[config.mk]
export PLATFORM = sky130hd
export DESIGN_NAME = dcache_data_ctrl_flat
export DESIGN_NICKNAME = d
export VERILOG_FILES = /design/src/rtl/dcache_data_ctrl_pkg.sv /design/src/rtl/dcache_data_ctrl_if.sv /design/src/rtl/dcache_data_ctrl_fill_buf.sv /design/src/rtl/dcache_data_ctrl.sv /design/src/flat_wrapper.sv
export SDC_FILE = /design/constraint.sdc
export NUM_CORES = 1
export LEC_CHECK = 0
export ABC_AREA = 1
export BUFFER_PORTS_ARGS = -buffer_cell sky130_fd_sc_hd__buf_2
export CORE_MARGIN = 3
export CORE_UTILIZATION = 40
export CTS_CLUSTER_SIZE = 8
export DETAILED_ROUTE_END_ITERATION = 7
export GPL_ROUTABILITY_DRIVEN = 0
export PLACE_DENSITY_LB_ADDON = 0.15
export SETUP_SLACK_MARGIN = 0.5
export SLEW_MARGIN = 30
export SYNTH_ARGS = -nofsm -noshare
export SYNTH_HDL_FRONTEND = slang
export SYNTH_SLANG_ARGS = --single-unit
[constraint.sdc]
create_clock -name CK -period 3 [get_ports CK]
set_input_delay 0.6 -clock CK [delete_from_list [all_inputs] [get_ports CK]]
set_output_delay 0.6 -clock CK [all_outputs]
set_load 0.01 [all_outputs]
[src/rtl/dcache_data_ctrl_pkg.sv]
// ---------------------------------------------------------------------------
// dcache_pkg
// Shared widths, controller state encoding and data-array output-select
// encodings for the 2-way, 32-set, 128-bit-line D-cache data controller.
// No ports; imported by the interface, the fill buffer and the top.
// ---------------------------------------------------------------------------
package dcache_pkg;

    localparam int INDEX_W = 5;
    localparam int LINE_W  = 128;
    localparam int WORD_W  = 32;
    localparam int BEATS   = 4;
    localparam int BYTES_W = LINE_W / 8;

    typedef enum logic [1:0] {
        IDLE,
        RD_WAIT,
        FILL,
        FILL_WR
    } state_t;

    localparam logic [1:0] OE_WAY0 = 2'b01;
    localparam logic [1:0] OE_WAY1 = 2'b10;

    // One-hot output select for the given way.
    function automatic logic [1:0] oeEnc(input logic way);
        return way ? OE_WAY1 : OE_WAY0;
    endfunction

endpackage

[src/rtl/dcache_data_ctrl_if.sv]
// ---------------------------------------------------------------------------
// dcache_data_ctrl_if
// Bundles the three buses around the data controller:
//   CPU side   : req_valid/ready/write/way/index/offset/wdata/wstrb,
//                rsp_valid/rsp_rdata
//   Refill side: fill_valid/ready/way/index/data, fill_done
//   Array side : CS, OE, WEB, BWEB, A, DI (to array), DO (from array)
// modport slave  : the controller (serves requests, drives the array pins)
// modport master : the surrounding pipeline, memory and data array
// ---------------------------------------------------------------------------
interface dcache_data_ctrl_if;
    import dcache_pkg::*;

    logic                req_valid;
    logic                req_ready;
    logic                req_write;
    logic                req_way;
    logic [INDEX_W-1:0]  req_index;
    logic [1:0]          req_offset;
    logic [WORD_W-1:0]   req_wdata;
    logic [3:0]          req_wstrb;
    logic                rsp_valid;
    logic [WORD_W-1:0]   rsp_rdata;

    logic                fill_valid;
    logic                fill_ready;
    logic                fill_way;
    logic [INDEX_W-1:0]  fill_index;
    logic [WORD_W-1:0]   fill_data;
    logic                fill_done;

    logic                CS;
    logic [1:0]          OE;
    logic [1:0]          WEB;
    logic [BYTES_W-1:0]  BWEB;
    logic [INDEX_W-1:0]  A;
    logic [LINE_W-1:0]   DI;
    logic [LINE_W-1:0]   DO;

    modport slave (
        input  req_valid, req_write, req_way, req_index, req_offset,
               req_wdata, req_wstrb,
        output req_ready, rsp_valid, rsp_rdata,
        input  fill_valid, fill_way, fill_index, fill_data,
        output fill_ready, fill_done,
        output CS, OE, WEB, BWEB, A, DI,
        input  DO
    );

    modport master (
        output req_valid, req_write, req_way, req_index, req_offset,
               req_wdata, req_wstrb,
        input  req_ready, rsp_valid, rsp_rdata,
        output fill_valid, fill_way, fill_index, fill_data,
        input  fill_ready, fill_done,
        input  CS, OE, WEB, BWEB, A, DI,
        output DO
    );

endinterface

[src/rtl/dcache_data_ctrl_fill_buf.sv]
// ---------------------------------------------------------------------------
// dcache_fill_buf
// Assembles a 4-beat refill into a 128-bit line and holds the latched
// way/index used by the array address and output-select.
//   CK, RSTn       : clock, async active-low reset
//   beatAccept_i   : a refill beat is accepted this cycle
//   fillData_i     : beat data
//   fillWay_i/fillIndex_i : refill target, captured on beat 0 only
//   cpuCapture_i   : a CPU access is accepted this cycle
//   cpuWay_i/cpuIndex_i   : CPU target, captured on cpuCapture_i
//   lastBeat_o     : the beat counter points at beat 3
//   line_o         : assembled line
//   way_o/index_o  : latched way and index
// ---------------------------------------------------------------------------
module dcache_fill_buf
    import dcache_pkg::*;
(
    input  logic               CK,
    input  logic               RSTn,
    input  logic               beatAccept_i,
    input  logic [WORD_W-1:0]  fillData_i,
    input  logic               fillWay_i,
    input  logic [INDEX_W-1:0] fillIndex_i,
    input  logic               cpuCapture_i,
    input  logic               cpuWay_i,
    input  logic [INDEX_W-1:0] cpuIndex_i,
    output logic               lastBeat_o,
    output logic [LINE_W-1:0]  line_o,
    output logic               way_o,
    output logic [INDEX_W-1:0] index_o
);

    logic [1:0]         beatCnt_q;
    logic [LINE_W-1:0]  line_q;
    logic               way_q;
    logic [INDEX_W-1:0] index_q;

    // Beat k lands in word k of the line; the counter wraps to 0 after beat 3
    // so the next refill starts clean. Way/index come from beat 0 only, and a
    // CPU access reuses the same latch so a read's way drives OE in RD_WAIT.
    // Fill and CPU accepts are mutually exclusive, fill checked first.
    always_ff @(posedge CK or negedge RSTn) begin
        if (!RSTn) begin
            beatCnt_q <= '0;
            line_q    <= '0;
            way_q     <= 1'b0;
            index_q   <= '0;
        end else if (beatAccept_i) begin
            for (int k = 0; k < BEATS; k++) begin
                if (beatCnt_q == k[1:0]) begin
                    line_q[k*WORD_W +: WORD_W] <= fillData_i;
                end
            end
            beatCnt_q <= beatCnt_q + 2'd1;
            if (beatCnt_q == 2'd0) begin
                way_q   <= fillWay_i;
                index_q <= fillIndex_i;
            end
        end else if (cpuCapture_i) begin
            way_q   <= cpuWay_i;
            index_q <= cpuIndex_i;
        end
    end

    assign lastBeat_o = (beatCnt_q == 2'(BEATS - 1));
    assign line_o     = line_q;
    assign way_o      = way_q;
    assign index_o    = index_q;

endmodule

[src/rtl/dcache_data_ctrl.sv]
// ---------------------------------------------------------------------------
// dcache_data_ctrl
// Initiator-side controller for the 2-way D-cache data array. Turns CPU word
// reads/writes and 4-beat line refills into array WEB/BWEB/A/DI/OE/CS drive
// and returns read words from the array's 1-cycle-latency DO.
//   CK   : clock, rising edge
//   RSTn : asynchronous active-low reset
//   bus  : dcache_data_ctrl_if.slave (CPU, refill and array buses)
// ---------------------------------------------------------------------------
module dcache_data_ctrl
    import dcache_pkg::*;
(
    input  logic              CK,
    input  logic              RSTn,
    dcache_data_ctrl_if.slave bus
);

    state_t             state_q;
    logic               rspValid_q;
    logic [WORD_W-1:0]  rspData_q;
    logic               fillDone_q;
    logic [1:0]         rdOff_q;

    logic               reqFire;
    logic               fillFire;
    logic               lastBeat;
    logic               bufWay;
    logic [INDEX_W-1:0] bufIndex;
    logic [LINE_W-1:0]  lineBuf;
    logic [WORD_W-1:0]  rdWord;

    // A pending refill beat always wins over a CPU request in IDLE.
    assign bus.req_ready  = (state_q == IDLE) && !bus.fill_valid;
    assign bus.fill_ready = (state_q == IDLE) || (state_q == FILL);
    assign reqFire        = bus.req_valid && bus.req_ready;
    assign fillFire       = bus.fill_valid && bus.fill_ready;

    dcache_fill_buf u_fill_buf (
        .CK           (CK),
        .RSTn         (RSTn),
        .beatAccept_i (fillFire),
        .fillData_i   (bus.fill_data),
        .fillWay_i    (bus.fill_way),
        .fillIndex_i  (bus.fill_index),
        .cpuCapture_i (reqFire),
        .cpuWay_i     (bus.req_way),
        .cpuIndex_i   (bus.req_index),
        .lastBeat_o   (lastBeat),
        .line_o       (lineBuf),
        .way_o        (bufWay),
        .index_o      (bufIndex)
    );

    // Word select out of the array line using the offset latched at accept.
    always_comb begin
        rdWord = bus.DO[WORD_W-1:0];
        for (int k = 0; k < BEATS; k++) begin
            if (rdOff_q == k[1:0]) begin
                rdWord = bus.DO[k*WORD_W +: WORD_W];
            end
        end
    end

    // Controller FSM with registered response and fill-done pulses. Reads
    // spend one cycle in RD_WAIT while the array produces DO; writes finish
    // in the accept cycle and never leave IDLE.
    always_ff @(posedge CK or negedge RSTn) begin
        if (!RSTn) begin
            state_q    <= IDLE;
            rspValid_q <= 1'b0;
            rspData_q  <= '0;
            fillDone_q <= 1'b0;
            rdOff_q    <= '0;
        end else begin
            rspValid_q <= 1'b0;
            fillDone_q <= 1'b0;
            case (state_q)
                IDLE: begin
                    if (fillFire) begin
                        state_q <= FILL;
                    end else if (reqFire && !bus.req_write) begin
                        state_q <= RD_WAIT;
                        rdOff_q <= bus.req_offset;
                    end
                end
                RD_WAIT: begin
                    rspData_q  <= rdWord;
                    rspValid_q <= 1'b1;
                    state_q    <= IDLE;
                end
                FILL: begin
                    if (fillFire && lastBeat) begin
                        state_q <= FILL_WR;
                    end
                end
                FILL_WR: begin
                    fillDone_q <= 1'b1;
                    state_q    <= IDLE;
                end
                default: state_q <= IDLE;
            endcase
        end
    end

    // Array pin drive. Idle cycles park A/DI/OE on the latched index, line
    // buffer and way. FILL_WR writes the whole line; an accepted CPU access
    // drives the array combinationally in its accept cycle, and a write
    // replicates the word across the line so BWEB alone picks the slot.
    always_comb begin
        bus.CS   = 1'b0;
        bus.WEB  = 2'b11;
        bus.BWEB = '1;
        bus.A    = bufIndex;
        bus.DI   = lineBuf;
        bus.OE   = oeEnc(bufWay);
        if (state_q == FILL_WR) begin
            bus.CS          = 1'b1;
            bus.WEB[bufWay] = 1'b0;
            bus.BWEB        = '0;
        end else if (reqFire) begin
            bus.CS = 1'b1;
            bus.A  = bus.req_index;
            if (bus.req_write) begin
                bus.WEB[bus.req_way] = 1'b0;
                bus.DI               = {BEATS{bus.req_wdata}};
                for (int i = 0; i < BYTES_W; i++) begin
                    if (i[3:2] == bus.req_offset) begin
                        bus.BWEB[i] = !bus.req_wstrb[i[1:0]];
                    end
                end
            end
        end
    end

    assign bus.rsp_valid = rspValid_q;
    assign bus.rsp_rdata = rspData_q;
    assign bus.fill_done = fillDone_q;

endmodule

[src/flat_wrapper.sv]
// flat-port wrapper written by rule: the top's interface ports become plain ports
module dcache_data_ctrl_flat import dcache_pkg::*;
  (CK, RSTn, bus_req_valid, bus_req_write, bus_req_way, bus_req_index, bus_req_offset, bus_req_wdata, bus_req_wstrb, bus_req_ready, bus_rsp_valid, bus_rsp_rdata, bus_fill_valid, bus_fill_way, bus_fill_index, bus_fill_data, bus_fill_ready, bus_fill_done, bus_CS, bus_OE, bus_WEB, bus_BWEB, bus_A, bus_DI, bus_DO);
  dcache_data_ctrl_if bus_i ();
  input  logic CK;
  input  logic RSTn;
  input wire logic [$bits(bus_i.req_valid)-1:0] bus_req_valid;
  input wire logic [$bits(bus_i.req_write)-1:0] bus_req_write;
  input wire logic [$bits(bus_i.req_way)-1:0] bus_req_way;
  input wire logic [$bits(bus_i.req_index)-1:0] bus_req_index;
  input wire logic [$bits(bus_i.req_offset)-1:0] bus_req_offset;
  input wire logic [$bits(bus_i.req_wdata)-1:0] bus_req_wdata;
  input wire logic [$bits(bus_i.req_wstrb)-1:0] bus_req_wstrb;
  output wire logic [$bits(bus_i.req_ready)-1:0] bus_req_ready;
  output wire logic [$bits(bus_i.rsp_valid)-1:0] bus_rsp_valid;
  output wire logic [$bits(bus_i.rsp_rdata)-1:0] bus_rsp_rdata;
  input wire logic [$bits(bus_i.fill_valid)-1:0] bus_fill_valid;
  input wire logic [$bits(bus_i.fill_way)-1:0] bus_fill_way;
  input wire logic [$bits(bus_i.fill_index)-1:0] bus_fill_index;
  input wire logic [$bits(bus_i.fill_data)-1:0] bus_fill_data;
  output wire logic [$bits(bus_i.fill_ready)-1:0] bus_fill_ready;
  output wire logic [$bits(bus_i.fill_done)-1:0] bus_fill_done;
  output wire logic [$bits(bus_i.CS)-1:0] bus_CS;
  output wire logic [$bits(bus_i.OE)-1:0] bus_OE;
  output wire logic [$bits(bus_i.WEB)-1:0] bus_WEB;
  output wire logic [$bits(bus_i.BWEB)-1:0] bus_BWEB;
  output wire logic [$bits(bus_i.A)-1:0] bus_A;
  output wire logic [$bits(bus_i.DI)-1:0] bus_DI;
  input wire logic [$bits(bus_i.DO)-1:0] bus_DO;
  assign bus_i.req_valid = bus_req_valid;
  assign bus_i.req_write = bus_req_write;
  assign bus_i.req_way = bus_req_way;
  assign bus_i.req_index = bus_req_index;
  assign bus_i.req_offset = bus_req_offset;
  assign bus_i.req_wdata = bus_req_wdata;
  assign bus_i.req_wstrb = bus_req_wstrb;
  assign bus_req_ready = bus_i.req_ready;
  assign bus_rsp_valid = bus_i.rsp_valid;
  assign bus_rsp_rdata = bus_i.rsp_rdata;
  assign bus_i.fill_valid = bus_fill_valid;
  assign bus_i.fill_way = bus_fill_way;
  assign bus_i.fill_index = bus_fill_index;
  assign bus_i.fill_data = bus_fill_data;
  assign bus_fill_ready = bus_i.fill_ready;
  assign bus_fill_done = bus_i.fill_done;
  assign bus_CS = bus_i.CS;
  assign bus_OE = bus_i.OE;
  assign bus_WEB = bus_i.WEB;
  assign bus_BWEB = bus_i.BWEB;
  assign bus_A = bus_i.A;
  assign bus_DI = bus_i.DI;
  assign bus_i.DO = bus_DO;
  dcache_data_ctrl u_core (.CK(CK), .RSTn(RSTn), .bus(bus_i));
endmodule
==> flow_summary.yaml <==
status:
  outcome: "finished clean"
final_layout:
  n_fill_cell: 2302
  most-common-layout-cells: "nand2_1 (423), buf_2 (374), o21ai_0 (256)"
  synthToLayoutAreaGrowth_pct: 37.3
  nets_final: 1953
  proportion_of_layout_cells_with_a_drive_suffix_above_1_pct: 31.9
  final_common_cell: "nand2_1"
  combined_flip_flop_and_latch_cell_area_sq_mm: 0.00436
  multi_input_comb_area_sq_mm: 0.00473
global_routing:
  grt_overflow_total: 0
  antenna_found_initial: 2
  grt_max_degree: 125
  grt_pass1_wl_mm: 53.4
  via_count_of_the_first_global_routing_pass: 9882
  grt_usage_pct: 25.6
synth:
  synth_edf_count: 0
  synth-seq-cells: 174
  yosysSeqAreaShare_pct: 44.8
  synth_async_sr_flop_share_pct: 100
  synthesis.area_per_instance_sq_um: 7.14
  post_synth_instance_area_sq_mm: 0.00971
  ys.flop_type: "dfrtp_1"
  syn_nets: 1579
  synth.lib_cells_used.distinct: 29
  netlist_instances: 1360
  synth-warning-count: 0
sta:
  min_period_ps: 2570
  setup_violations: 0
  setup_tns_ps: 0
  post-route-worst-setup-slack_ps: 427
  worst_clock_skew_ps: 11.4
  worst_hold_slack_ps: 114
  tightest_slew_ps: 772
  slew_viol_final: 0
  setup_repair_after_global_routing_missed_its_margin: "true"
  min_period_over_period_pct: 85.8
  fmax_mhz: 389
  timing.max_slew.rel_slack_pct: 48.4
  finalHoldViolations: 0
worst_setup_path:
  critical_path.startpoint: "u_core.state_q[0]"
  critPathMaxStageDelay_ps: 430
  crit_path_start_kind: "register"
  criticalPathCategory: "register to output port"
  cpMaxStageDelayCell: "dfrtp_2"
  worst_setup_path_end_kind: "output port"
  crit_buf_inv: 3
  arrival_ps: 1970
  path_cells: "nor2_4 > nand3_4 > buf_16 > buf_6 > o21ai_0 > nand2_2 > buf_6"
  critPathMaxFanout: 22
  launching_point_of_the_worst_reg2reg_path: "u_core.state_q[0]"
  worstPathRequired_ps: 2400
  critical_path.top_delay_family: "buffers and inverters"
  crit_top_cell: "buf_6"
detailed_routing:
  number_of_vias_per_cell: 5.00
  dr_total_vias: 10300
  detail_route.wirelength_mm: 34.4
  route.detailed.drc: 0
  detail_route.iter0.violations: 618
  detail_route.first_pass.iterations: 6
  antenna_violating_nets_post_route: 0
  routed_wire_per_std_cell_um: 16.6
clock_network:
  max-clock-path-buffers: 2
  worst_setup_hold_path_clk_slew_ps: 80
  clkLatencyLatePin_ps: 420
  cts_buffers: 17
  clock-root-buffer: "clkbuf_16"
  clock_tree.htree_level_count: 4
  tritoncts: "done"
  cts_num_sinks: 174
floorplanning:
  row_count: 56
  initial_utilization_pct: 41.0
  dieWidth_um: 162
  dieHeight_um: 162
  top_level_ports: 405
  design.die.area_sq_mm: 0.0262
  design.core.area_sq_mm: 0.0237
placed_design:
  placement.io_buffers: 404
  dp.final_hpwl_mm: 24.7
  placement.setup.worst_slack_ps: 405
job:
  maxCapViolCount: 0
power:
  vdd.ir_drop.worst_mv: 0.543
  powerDensity_mw_per_mm2: 962
  static-leakage-power_nw: 7.73
min_path:
  worstHoldPathType: "primary input to asynchronous set/reset pin"
per-stage QoR:
step	instances	util, %	cell area, sq um	total power [mW]
6_report	2067	56.3	13300	12.8
3_5_place_dp	2018	50.8	12000	10.1
5_1_grt	2067	56.3	13300	13.9
3_3_place_gp	2018	50.7	12000	10.0
4_1_cts	2064	55.2	13100	12.7
2_1_floorplan	1360	-	9710	7.60
final timing paths:
kind / to / slack (ps) / depth (start not counted)
worst max-delay path: bus_DI[4] / 430 / 7
worst min-delay path: u_core.bus.rsp_rdata[22] / 110 / 1
worst max register to register: u_core.u_fill_buf.line_o[12] / 1050 / 7
worst min register to register: u_core.bus.rsp_rdata[8] / 480 / 2
max in group asynchronous: u_core.u_fill_buf.line_o[110] / 2120 / 2
min in group CK: u_core.u_fill_buf.index_o[3] / 390 / 3
logic make-up after synthesis:
group / count (synthesis) / share of synthesized area [%]
adder cells (fa/ha/maj): 4 / 0.515
AO/OA/AOI/OAI: 317 / 16.4
buffers and inverters: 210 / 9.08
XOR/XNOR: 1 / 0.0902
flip-flops: 174 / 44.8
AND/OR/NAND/NOR: 654 / 29.1
power by group:
group / internal, mW / total, mW / switching, mW
logic: 2.56 / 6.53 / 3.97
clock network: 1.22 / 2.24 / 1.03
registers: 3.43 / 4.06 / 0.626
total: 7.21 / 12.8 / 5.63
cells in the mapped netlist, types with 2 or more instances:
cell type,n,area (sq um)
nor3_1,4,20.0
dfrtp_1,174,4350
ha_1,4,50.1
and2_1,5,31.3
clkbuf_2,3,15.0
nor2_4,3,33.8
clkbuf_1,59,221
nand2_1,451,1690
buf_1,8,30.0
nand2_4,28,315
o21ai_1,10,50.1
nor2_1,86,323
nand4_1,5,31.3
buf_6,2,22.5
nand3_1,69,345
buf_12,2,40.0
inv_2,2,7.51
buf_4,5,37.5
o21ai_0,284,1420
buf_2,10,50.1
inv_1,117,439
a21oi_1,22,110
flip-flops by register name (all words and copies together), names as in the netlist:
name / cells
u_core.u_fill_buf.line_o: 128
u_core.bus.rsp_rdata: 32
u_core.u_fill_buf.index_o: 5
u_core.rdOff_q: 2
u_core.state_q: 2
u_core.u_fill_buf.beatCnt_q: 2
u_core.bus.fill_done: 1
u_core.bus.rsp_valid: 1
u_core.u_fill_buf.way_o: 1
final cells by class:
type	count	share of cell area [%]
antenna	1	0.0188
clock buffer	18	3.29
clock inverter	14	1.26
inverter	120	3.41
multi-input combinational	976	35.5
sequential	174	32.7
tap	319	2.99
timing repair buffer	445	20.9
layer usage:
layer / routed length (um) / vias to the layer above / share of wire (%) / global-route usage [%]
met5: 13 / - / 0.038 / 0
li1: - / 5064 / - / -
met4: 1070 / 2 / 3.1 / 8.38
met2: 16700 / 392 / 49 / 43.4
met3: 2160 / 63 / 6.3 / 5.02
met1: 14400 / 4816 / 42 / 33.0
timing repair:
action                     in CTS  in global routing
buffers inserted               11                  2
hold buffers                    0                  0
pin swaps                      10                  5
setup endpoints to repair     151                151
gates resized for setup        50                 74
gates cloned                    3                  0
(Power assumes the default switching activity.)
